$ cat src/rtl/arq_pkg.sv
// Shared ARQ types and constants for the TX sequencer and the receiver side.
package arq_pkg;

  typedef enum logic [1:0] {
    ARQ_IDLE,
    ARQ_SEND,
    ARQ_WAIT
  } arq_state_t;

  localparam logic ARQ_ACK  = 1'b0;
  localparam logic ARQ_NACK = 1'b1;

  localparam int ARQ_STAT_W = 16;

endpackage

$ cat src/rtl/arq_timeout_timer.sv
// Saturating WAIT_ACK timer: flags expiry when the count reaches TIMEOUT-1.
module arq_timeout_timer #(
  parameter int TIMEOUT = 16
) (
  input  logic clk,
  input  logic rst_n,
  input  logic clear,
  input  logic run,
  output logic expired
);

  localparam int TW = (TIMEOUT > 2) ? $clog2(TIMEOUT) : 1;
  localparam logic [TW-1:0] LAST = TW'(TIMEOUT - 1);

  logic [TW-1:0] count_q, count_d;

  // Holds at LAST instead of wrapping, so a late exit never sees a stale low count.
  always_comb begin
    count_d = count_q;
    if (clear) begin
      count_d = '0;
    end else if (run && (count_q != LAST)) begin
      count_d = count_q + TW'(1);
    end
  end

  always_ff @(posedge clk) begin
    if (!rst_n) begin
      count_q <= '0;
    end else begin
      count_q <= count_d;
    end
  end

  assign expired = (count_q == LAST);

endmodule

$ cat src/rtl/arq_tx_sequencer.sv
// Stop-and-wait ARQ sequencer between the TX FIFO and the link/ack interface.
// Optional build macro ARQ_STATS_EN adds 16-bit saturating frame/retx/drop counters.
module arq_tx_sequencer
  import arq_pkg::*;
#(
  parameter int DATA_WIDTH = 4,
  parameter int TIMEOUT    = 16,
  parameter int MAX_RETRY  = 3,
  localparam int CW        = (MAX_RETRY > 0) ? $clog2(MAX_RETRY + 1) : 1
) (
  input  logic                  clk,
  input  logic                  rst_n,
  input  logic                  enable,
  input  logic                  fifo_empty,
  input  logic [DATA_WIDTH-1:0] fifo_rdata,
  output logic                  fifo_pop,
  output logic                  tx_valid,
  input  logic                  tx_ready,
  output logic [DATA_WIDTH-1:0] tx_data,
  output logic                  tx_seq,
  input  logic                  rx_ack_valid,
  input  logic                  rx_ack_nack,
  input  logic                  rx_ack_seq,
  output logic                  busy,
  output logic                  frame_done,
  output logic                  frame_drop,
  output logic [CW-1:0]         retry_cnt
`ifdef ARQ_STATS_EN
  ,
  output logic [ARQ_STAT_W-1:0] stat_frames,
  output logic [ARQ_STAT_W-1:0] stat_retx,
  output logic [ARQ_STAT_W-1:0] stat_drops
`endif
);

  localparam logic [CW-1:0] RETRY_MAX = CW'(MAX_RETRY);

  arq_state_t            state_q, state_d;
  logic                  seq_q, seq_d;
  logic [CW-1:0]         retry_q, retry_d;
  logic [DATA_WIDTH-1:0] frame_q, frame_d;
  logic                  done_q, done_d;
  logic                  drop_q, drop_d;
  logic                  pop_req;
  logic                  retx;
  logic                  resp_match;
  logic                  expired;

  arq_timeout_timer #(
    .TIMEOUT (TIMEOUT)
  ) u_timer (
    .clk     (clk),
    .rst_n   (rst_n),
    .clear   (state_q != ARQ_WAIT),
    .run     (state_q == ARQ_WAIT),
    .expired (expired)
  );

  assign resp_match = rx_ack_valid && (rx_ack_seq == seq_q);

  always_comb begin
    state_d = state_q;
    seq_d   = seq_q;
    retry_d = retry_q;
    frame_d = frame_q;
    done_d  = 1'b0;
    drop_d  = 1'b0;
    pop_req = 1'b0;
    retx    = 1'b0;
    unique case (state_q)
      ARQ_IDLE: begin
        if (enable && !fifo_empty) begin
          pop_req = 1'b1;
          frame_d = fifo_rdata;
          retry_d = '0;
          state_d = ARQ_SEND;
        end
      end
      ARQ_SEND: begin
        if (tx_ready) begin
          state_d = ARQ_WAIT;
        end
      end
      ARQ_WAIT: begin
        // A matching ACK beats a NACK or timeout landing on the same cycle.
        if (resp_match && (rx_ack_nack == ARQ_ACK)) begin
          done_d  = 1'b1;
          seq_d   = ~seq_q;
          state_d = ARQ_IDLE;
        end else if ((resp_match && (rx_ack_nack == ARQ_NACK)) || expired) begin
          if (retry_q < RETRY_MAX) begin
            retry_d = retry_q + CW'(1);
            retx    = 1'b1;
            state_d = ARQ_SEND;
          end else begin
            drop_d  = 1'b1;
            seq_d   = ~seq_q;
            state_d = ARQ_IDLE;
          end
        end
      end
      default: state_d = ARQ_IDLE;
    endcase
  end

  always_ff @(posedge clk) begin
    if (!rst_n) begin
      state_q <= ARQ_IDLE;
      seq_q   <= 1'b0;
      retry_q <= '0;
      frame_q <= '0;
      done_q  <= 1'b0;
      drop_q  <= 1'b0;
    end else begin
      state_q <= state_d;
      seq_q   <= seq_d;
      retry_q <= retry_d;
      frame_q <= frame_d;
      done_q  <= done_d;
      drop_q  <= drop_d;
    end
  end

  // Never advance the FIFO while reset is held: the word would be lost.
  assign fifo_pop   = pop_req && rst_n;
  assign tx_valid   = (state_q == ARQ_SEND);
  assign tx_data    = frame_q;
  assign tx_seq     = seq_q;
  assign busy       = (state_q != ARQ_IDLE);
  assign frame_done = done_q;
  assign frame_drop = drop_q;
  assign retry_cnt  = retry_q;

`ifdef ARQ_STATS_EN
  logic [ARQ_STAT_W-1:0] frames_q, retx_q, drops_q;

  function automatic logic [ARQ_STAT_W-1:0] sat_inc(input logic [ARQ_STAT_W-1:0] v);
    return (v == '1) ? v : v + ARQ_STAT_W'(1);
  endfunction

  always_ff @(posedge clk) begin
    if (!rst_n) begin
      frames_q <= '0;
      retx_q   <= '0;
      drops_q  <= '0;
    end else begin
      if (done_d) frames_q <= sat_inc(frames_q);
      if (retx)   retx_q   <= sat_inc(retx_q);
      if (drop_d) drops_q  <= sat_inc(drops_q);
    end
  end

  assign stat_frames = frames_q;
  assign stat_retx   = retx_q;
  assign stat_drops  = drops_q;
`endif

endmodule

$ cat config.mk
export PLATFORM = sky130hd
export DESIGN_NAME = arq_tx_sequencer
export DESIGN_NICKNAME = d
export VERILOG_FILES = /design/src/rtl/arq_pkg.sv /design/src/rtl/arq_timeout_timer.sv /design/src/rtl/arq_tx_sequencer.sv
export SDC_FILE = /design/constraint.sdc
export NUM_CORES = 1
export LEC_CHECK = 0
export ABC_AREA = 1
export CAP_MARGIN = 0
export CORE_UTILIZATION = 43
export CTS_CLUSTER_DIAMETER = 40
export DETAILED_ROUTE_END_ITERATION = 7
export PLACE_DENSITY_LB_ADDON = 0.2
export SYNTH_ARGS = -nofsm -noshare
export SYNTH_HDL_FRONTEND = slang
export SYNTH_SLANG_ARGS = --single-unit
$ cat constraint.sdc
create_clock -name clk -period 1.7 [get_ports clk]
set_input_delay 0.255 -clock clk [delete_from_list [all_inputs] [get_ports clk]]
set_output_delay 0.255 -clock clk [all_outputs]
set_load 0.01 [all_outputs]
==> results of run 1 <==
==> final cells by class <==
type                    instances  area [um^2]  share of cell area, %
clock buffers                   3        22.52                  2.258
clock inverters                 1        5.005                 0.5019
inverters                      14        52.55                  5.270
multi-input cells              71        344.1                  34.50
flip-flops and latches         15        302.8                  30.36
well taps                      16        20.02                  2.008
repair buffers                 26        250.2                  25.09
==> state kept, by name (all words and copies together) (netlist names) <==
| register | count |
|---|---|
| frame_done | 1 |
| frame_drop | 1 |
| retry_cnt | 2 |
| state_q | 2 |
| tx_data | 4 |
| tx_seq | 1 |
| u_timer.count_q | 4 |
==> cells by family (layout without fill, tap and decap cells) <==
kind of cell | count (synthesis) | count (layout) | synth area share (%)
compound gates | 12 | 12 | 8.929
xor+xnor | 1 | 1 | 1.250
fa+ha+maj | 2 | 2 | 3.571
buf+inv | 15 | 44 | 8.035
flops | 15 | 15 | 42.86
simple gates | 56 | 56 | 35.36
==> layout by cell type (no fill, tap or decap), types with 3 or more instances in the layout <==
cell and n:
a21oi_1 6, o21ai_0 5, clkdlybuf4s50_1 21, buf_4 3, nand3_1 6, dfxtp_1 13, nor2_1 21, inv_1 11
inv_2 3, nand2_1 22, clkbuf_4 3
==> power by group through the flow <==
| stage | combinational, mW | sequential (mW) | clock (mW) |
|---|---|---|---|
| 3_3_place_gp | 0.171 | 0.393 | 0 |
| 4_1_cts | 0.174 | 0.387 | 0.211 |
| 5_1_grt | 0.192 | 0.391 | 0.226 |
| 3_5_place_dp | 0.174 | 0.395 | 0 |
| 2_1_floorplan | 0.0803 | 0.399 | 0 |
| 6_report | 0.174 | 0.387 | 0.209 |
==> worst min-delay path: stages (launching register included) <==
cell	delay [ns]
dfxtp_1	0.34
nor2_1	0.04
nor2_1	0.08
==> layer usage <==
layer	track usage [%]	share of wire, %	vias up
met3	4.741	5.4	5
met5	0	0	-
li1	-	-	374
met2	36.62	49	26
met1	21.25	43	319
met4	13.13	2.6	0
==> per-stage QoR <==
stage | setup WS [ns] | hold slack (ns) | utilization (%)
finish | 0.05503 | 0.4881 | 66.20
global route | 0.03070 | 0.5289 | 66.20
CTS | 0.02347 | 0.4912 | 66.11
detailed placement | -0.07122 | 0.4710 | 64.37
global placement | -0.06318 | 0.4640 | 64.37
floorplan | 0.4915 | 0.4122 | -
==> final timing paths <==
path / to / slack [ns] / cells past startpoint
worst max-delay path: busy / 0.06 / 3
worst min-delay path: tx_data[1] / 0.49 / 2
worst max register to register: retry_cnt[0] / 0.28 / 8
worst min register to register: tx_data[1] / 0.49 / 2
==> timing repair <==
item,CTS,global route
setup buffers,0,0
pin swaps,0,0
endpoints found under the setup margin,3,1
resized for setup,3,1
==> results.py, run 1 <==
metrics = {
    "clock_network": {
        "cts-htree-levels": 1,
        "ctsHoldBuffers": 0,
        "cts_tree": "done",
        "cts_buffers": 3,
        "cts.sinks": 15,
        "cts.clk_slew.worst_paths_ns": 0.09,
        "cts_max_path_buffers": 2,
        "cts-root-buf": "clkbuf_4",
        "clock_latency_ns": 0.29,
    },
    "outcome": {
        "status": "complete, no violations",
    },
    "power_and_ir_drop": {
        "p_sw_mw": 0.2217,
        "p_seq_share_pct": 50.3,
        "power.leakage_nw": 0.4741,
        "p_int_mw": 0.5483,
        "report.power.total_mw": 0.7700,
        "peakVddDrop_mv": 0.4549,
        "pwr-share-clk_pct": 27.1,
        "p_per_area_nw_per_um2": 772.1,
        "p_sw_share_pct": 28.79,
        "power_frac_comb_pct": 22.5,
    },
    "synthesis": {
        "ys_warn_count": 0,
        "synth.ff_latch_count": 15,
        "synth_common_cells": "nand2_1 (22), nor2_1 (21), dfxtp_1 (15)",
        "synth_edf_count": 0,
        "synthCells": 101,
        "synth_top_area_cell": "dfxtp_1",
        "async_flop_share_pct": 0,
        "synth_top_area_share_pct": 42.86,
        "yosysMostFrequentCell": "nand2_1",
        "syn_area_um2": 700.7,
        "synth_top_flop_cell": "dfxtp_1",
        "syn_area_per_cell_um2": 6.937,
        "synth_area_leaders": "dfxtp_1 (43%), nand2_1 (12%), nor2_1 (11%)",
        "synth_cell_types": 17,
        "synth_nets": 115,
        "synth-seq-area-share_pct": 42.86,
    },
    "floorplanning": {
        "rows": 14,
        "die_x_um": 42.37,
        "ios": 24,
        "die_h_um": 42.37,
        "initial_core_util_pct": 46.51,
        "die-area_um2": 1795,
        "coreArea_um2": 1506,
    },
    "cells_and_area": {
        "diodes": 0,
        "nets": 145,
        "final_cell_area_um2": 997.2,
        "drive_above_1_share_pct": 13.08,
        "area_growth_pct": 42.32,
        "nFillCells": 143,
        "fin_cells": 146,
    },
    "critical_path": {
        "cp.arrival_ns": 1.39,
        "end_kind": "output port",
        "cp_max_fo": 4,
        "cpLargestDelayFamily": "buffers and inverters",
        "slowest_stage": "clkdlybuf4s50_1",
        "startpoint": "state_q[0]",
        "crit_type": "flop to output port",
        "critPathLaunchType": "flop",
        "cp_data_required_time_ns": 1.44,
        "cpPeakStageDelay_ns": 0.54,
        "timing.rr.start": "u_timer.count_q[0]",
        "path_cells": "nor2_1 > inv_1 > clkdlybuf4s50_1",
        "path_buf_inv": 2,
    },
    "place": {
        "gp_congestion": 0.8049,
        "dpl.hpwl_um": 1237,
        "placed_cell_area_um2": 969.7,
        "dp_cells": 142,
        "portBuffers": 23,
    },
    "sta": {
        "hold_violations": 0,
        "max_freq_mhz": 607.9,
        "skew_ns": 0.005555,
        "worst_pin_slew_ns": 0.2272,
        "timing.setup.tns_ns": 0,
        "setup_violations": 0,
        "period_share_pct": 96.76,
        "min_period_ns": 1.645,
        "slew_headroom_pct": 84.74,
        "maxSlewViolCount": 0,
        "rsz0062_at_grt": "false",
    },
    "grt": {
        "grt_max_degree": 10,
        "antenna_found_initial": 0,
        "grt_overflow_total": 0,
        "track_usage_pct": 20.56,
        "grt_pass1_vias": 659,
        "grt_pass1_wl_um": 2677,
    },
    "hold_path": {
        "hp-start": "tx_data[1]",
        "min_path_type": "flop to flop",
    },
    "route": {
        "vias": 724,
        "totalWireLength_um": 1677,
        "drt_iter0_markers": 15,
        "detail-route-antenna-nets": 0,
        "routedWlPerCell_um": 11.49,
        "via_per_inst": 4.959,
        "drc": 0,
        "drtPass1Iterations": 5,
    },
    "run": {
        "drv_cap": 0,
    },
}
Note: power is estimated with default switching activity, not from simulation.
==> run 2: changes to the inputs <==
- ABC_AREA: 1 -> unset
- CORE_MARGIN: unset -> 3
- CORE_UTILIZATION: 43 -> 38
==> run 2 against run 1 <==
Against the previous run: the flow now finishes with violations (setup timing); die area increased by 30%; via count decreased by 8.4%; register-to-register slack got worse by 0.09 ns; combinational power decreased by 37%; maximum frequency decreased by 4.0%; sequential share of layout area decreased by 0.96 points; total power decreased by 13%; synthesized cell count decreased by 27%; count of clock-buffer cells in the layout increased by 1; critical endpoint is now fifo_pop.
==> results.py, run 2 <==
metrics = {
    "outcome": {
        "status": "finished, violations left",
        "failed_checks": "setup timing",
    },
    "route": {
        "drtPass1Iterations": 4,
        "vias": 663,
        "detail-route-antenna-nets": 0,
        "totalWireLength_um": 1492,
        "routedWlPerCell_um": 11.13,
        "drt_iter0_markers": 6,
        "drc": 0,
        "via_per_inst": 4.948,
    },
    "synthesis": {
        "async_flop_share_pct": 0,
        "synth_mux_area_share_pct": 8.824,
        "synth_edf_count": 0,
        "synthCells": 74,
        "synth-seq-area-share_pct": 44.12,
        "synth_top_area_share_pct": 44.12,
        "syn_area_per_cell_um2": 9.198,
        "synth_area_leaders": "dfxtp_1 (44%), mux2i_1 (8.8%), nor2_1 (5.0%)",
        "synth_xor_area_share_pct": 2.574,
        "synth_top_family_by_area": "simple AND/OR/NAND/NOR gates",
        "synth_nets": 88,
        "synth_top_flop_cell": "dfxtp_1",
        "syn_area_um2": 680.7,
        "synth-simple-area-share_pct": 25.18,
        "yosysMostFrequentCell": "dfxtp_1",
        "synth_common_cells": "dfxtp_1 (15), nor2_1 (9), mux2i_1 (6)",
        "ys_warn_count": 0,
        "synth_cell_types": 25,
        "synth_top_area_cell": "dfxtp_1",
        "synth_compound_area_share_pct": 11.76,
        "synth_adder_area_share_pct": 3.676,
        "synth.ff_latch_count": 15,
    },
    "clock_network": {
        "cts.clk_slew.worst_paths_ns": 0.09,
        "cts_tree": "done",
        "cts_buffers": 3,
        "cts-root-buf": "clkbuf_4",
        "cts.sinks": 15,
        "clock_latency_ns": 0.27,
        "cts_max_path_buffers": 2,
        "cts-htree-levels": 1,
    },
    "grt": {
        "track_usage_pct": 13.99,
        "grt_overflow_total": 0,
        "grt_max_degree": 9,
        "antenna_found_initial": 0,
        "grt_pass1_vias": 653,
        "grt_use_met3_pct": 3.681,
        "use_met2_pct": 25.69,
        "grt_pass1_wl_um": 2615,
        "busiest_layer": "met2",
        "grtUsageMet1_pct": 15.12,
    },
    "sta": {
        "worst_pin_slew_ns": 0.3159,
        "min_period_ns": 1.713,
        "setup_violations": 1,
        "max_freq_mhz": 583.7,
        "maxSlewViolCount": 0,
        "rsz0062_at_grt": "true",
        "period_share_pct": 100.8,
        "skew_ns": 0.004007,
        "layout_setup_ws_ns": -0.01330,
        "slew_headroom_pct": 78.79,
        "hold_violations": 0,
        "timing.setup.tns_ns": -0.01330,
        "hold_ws_ns": 0.4855,
    },
    "critical_path": {
        "path_cells": "or2_1 > or3b_1 > nor2_1 > buf_2",
        "cpPeakStageDelay_ns": 0.39,
        "slowest_stage": "or3b_1",
        "cp_data_required_time_ns": 1.44,
        "end_kind": "output port",
        "regToRegSetupSlack_ns": 0.19,
        "cp.arrival_ns": 1.46,
        "critPathLaunchType": "flop",
        "cp_max_fo": 2,
        "crit_type": "flop to output port",
    },
    "cells_and_area": {
        "drive_above_1_share_pct": 17.27,
        "final_cell_area_um2": 1030,
        "layout_common_cells": "clkdlybuf4s50_1 (20), dfxtp_1 (13), buf_4 (10), nor2_1 (9), mux2i_1 (6)",
        "seq_area_um2": 302.8,
        "nets": 125,
        "final_common_cell": "clkdlybuf4s50_1",
        "area_growth_pct": 51.29,
        "nFillCells": 140,
        "multi_input_area_um2": 354.1,
        "diodes": 0,
    },
    "hold_path": {
        "min_path_type": "flop to flop",
    },
    "place": {
        "dpl.hpwl_um": 1162,
        "portBuffers": 23,
        "gp_congestion": 0.7606,
        "placed_cell_area_um2": 982.2,
    },
    "power_and_ir_drop": {
        "p_per_area_nw_per_um2": 649.4,
        "power.leakage_nw": 0.4455,
        "peakVddDrop_mv": 0.4211,
    },
    "floorplanning": {
        "coreArea_um2": 1594,
        "die_x_um": 48.32,
        "ios": 24,
        "die_h_um": 48.32,
        "initial_core_util_pct": 42.70,
        "die-area_um2": 2335,
        "rows": 14,
    },
    "run": {
        "drv_cap": 0,
    },
}
run 2: cell types whose count changed after synthesis, moves of 2 or more:
cell / before / now
nand2_1: 22 / 5
nor2_1: 21 / 9
inv_1: 11 / 4
mux2i_1: 0 / 6
o21ai_0: 5 / 1
a21oi_1: 6 / 3
inv_2: 3 / 0
a211oi_1: 0 / 2
a32oi_1: 0 / 2
and2b_2: 0 / 2
and3_1: 0 / 2
nand2_2: 2 / 0
nand2b_1: 0 / 2
xnor2_1: 0 / 2
run 2: cell type report:
class                      count  area share (%)
multi-input combinational     54           34.39
sequential                    15           29.40
timing repair buffer          33           29.28
tap                           24           2.916
clock buffer                   4           2.552
inverter                       4           1.458
run 2: power breakdown:
part / internal (mW) / total [mW] / switching (mW)
Clock: 0.0907 / 0.195 / 0.104
Combinational: 0.0670 / 0.109 / 0.0421
Sequential: 0.360 / 0.365 / 0.00506
Total: 0.518 / 0.669 / 0.151
run 2: layer usage:
layer | vias up | part of all wire, %
li1 | 332 | -
met3 | 2 | 5.2
met1 | 307 | 44
met2 | 22 | 50
met4 | 0 | 0.67
met5 | - | 0
run 2: worst paths after layout:
check                          start                  to  depth (start not counted)
setup reg to reg  u_timer.count_q[0]        retry_cnt[1]                          6
setup / recovery          state_q[0]            fifo_pop                          4
hold / removal    u_timer.count_q[1]  u_timer.count_q[1]                          2
hold reg to reg   u_timer.count_q[1]  u_timer.count_q[1]                          2
run 2: kinds of logic after synthesis:
kind of cell,after synthesis
mux,6
flops,15
compound gates,11
simple gates,33
fa+ha+maj,2
xor+xnor,2
buf+inv,5
run 2: worst max-delay path, delay by kind of cell, from the launching register on:
family,cells,cell delay (ns)
buffers and inverters,1,0.13
flip-flops,1,0.32
AND/OR/NAND/NOR,3,0.73
run 2: timing repair:
item / 4_1_cts / 5_1_grt
setup endpoints to repair: 2 / 2
buffers inserted: 1 / 2
pin swaps: 0 / 3
hold buffers: 0 / 0
gates resized for setup: 6 / 2
gates cloned: 0 / 0
run 2: metrics by stage:
stage	power (mW)	cells	setup slack (ns)	utilization, %
after floorplan	0.4148	74	0.1950	-
after global placement	0.4780	127	-0.2680	61.62
after detailed placement	0.4792	127	-0.2831	61.62
after CTS	0.6744	132	-0.01836	63.42
after global routing	0.7155	134	-0.1267	64.60
final	0.6687	134	-0.01330	64.60
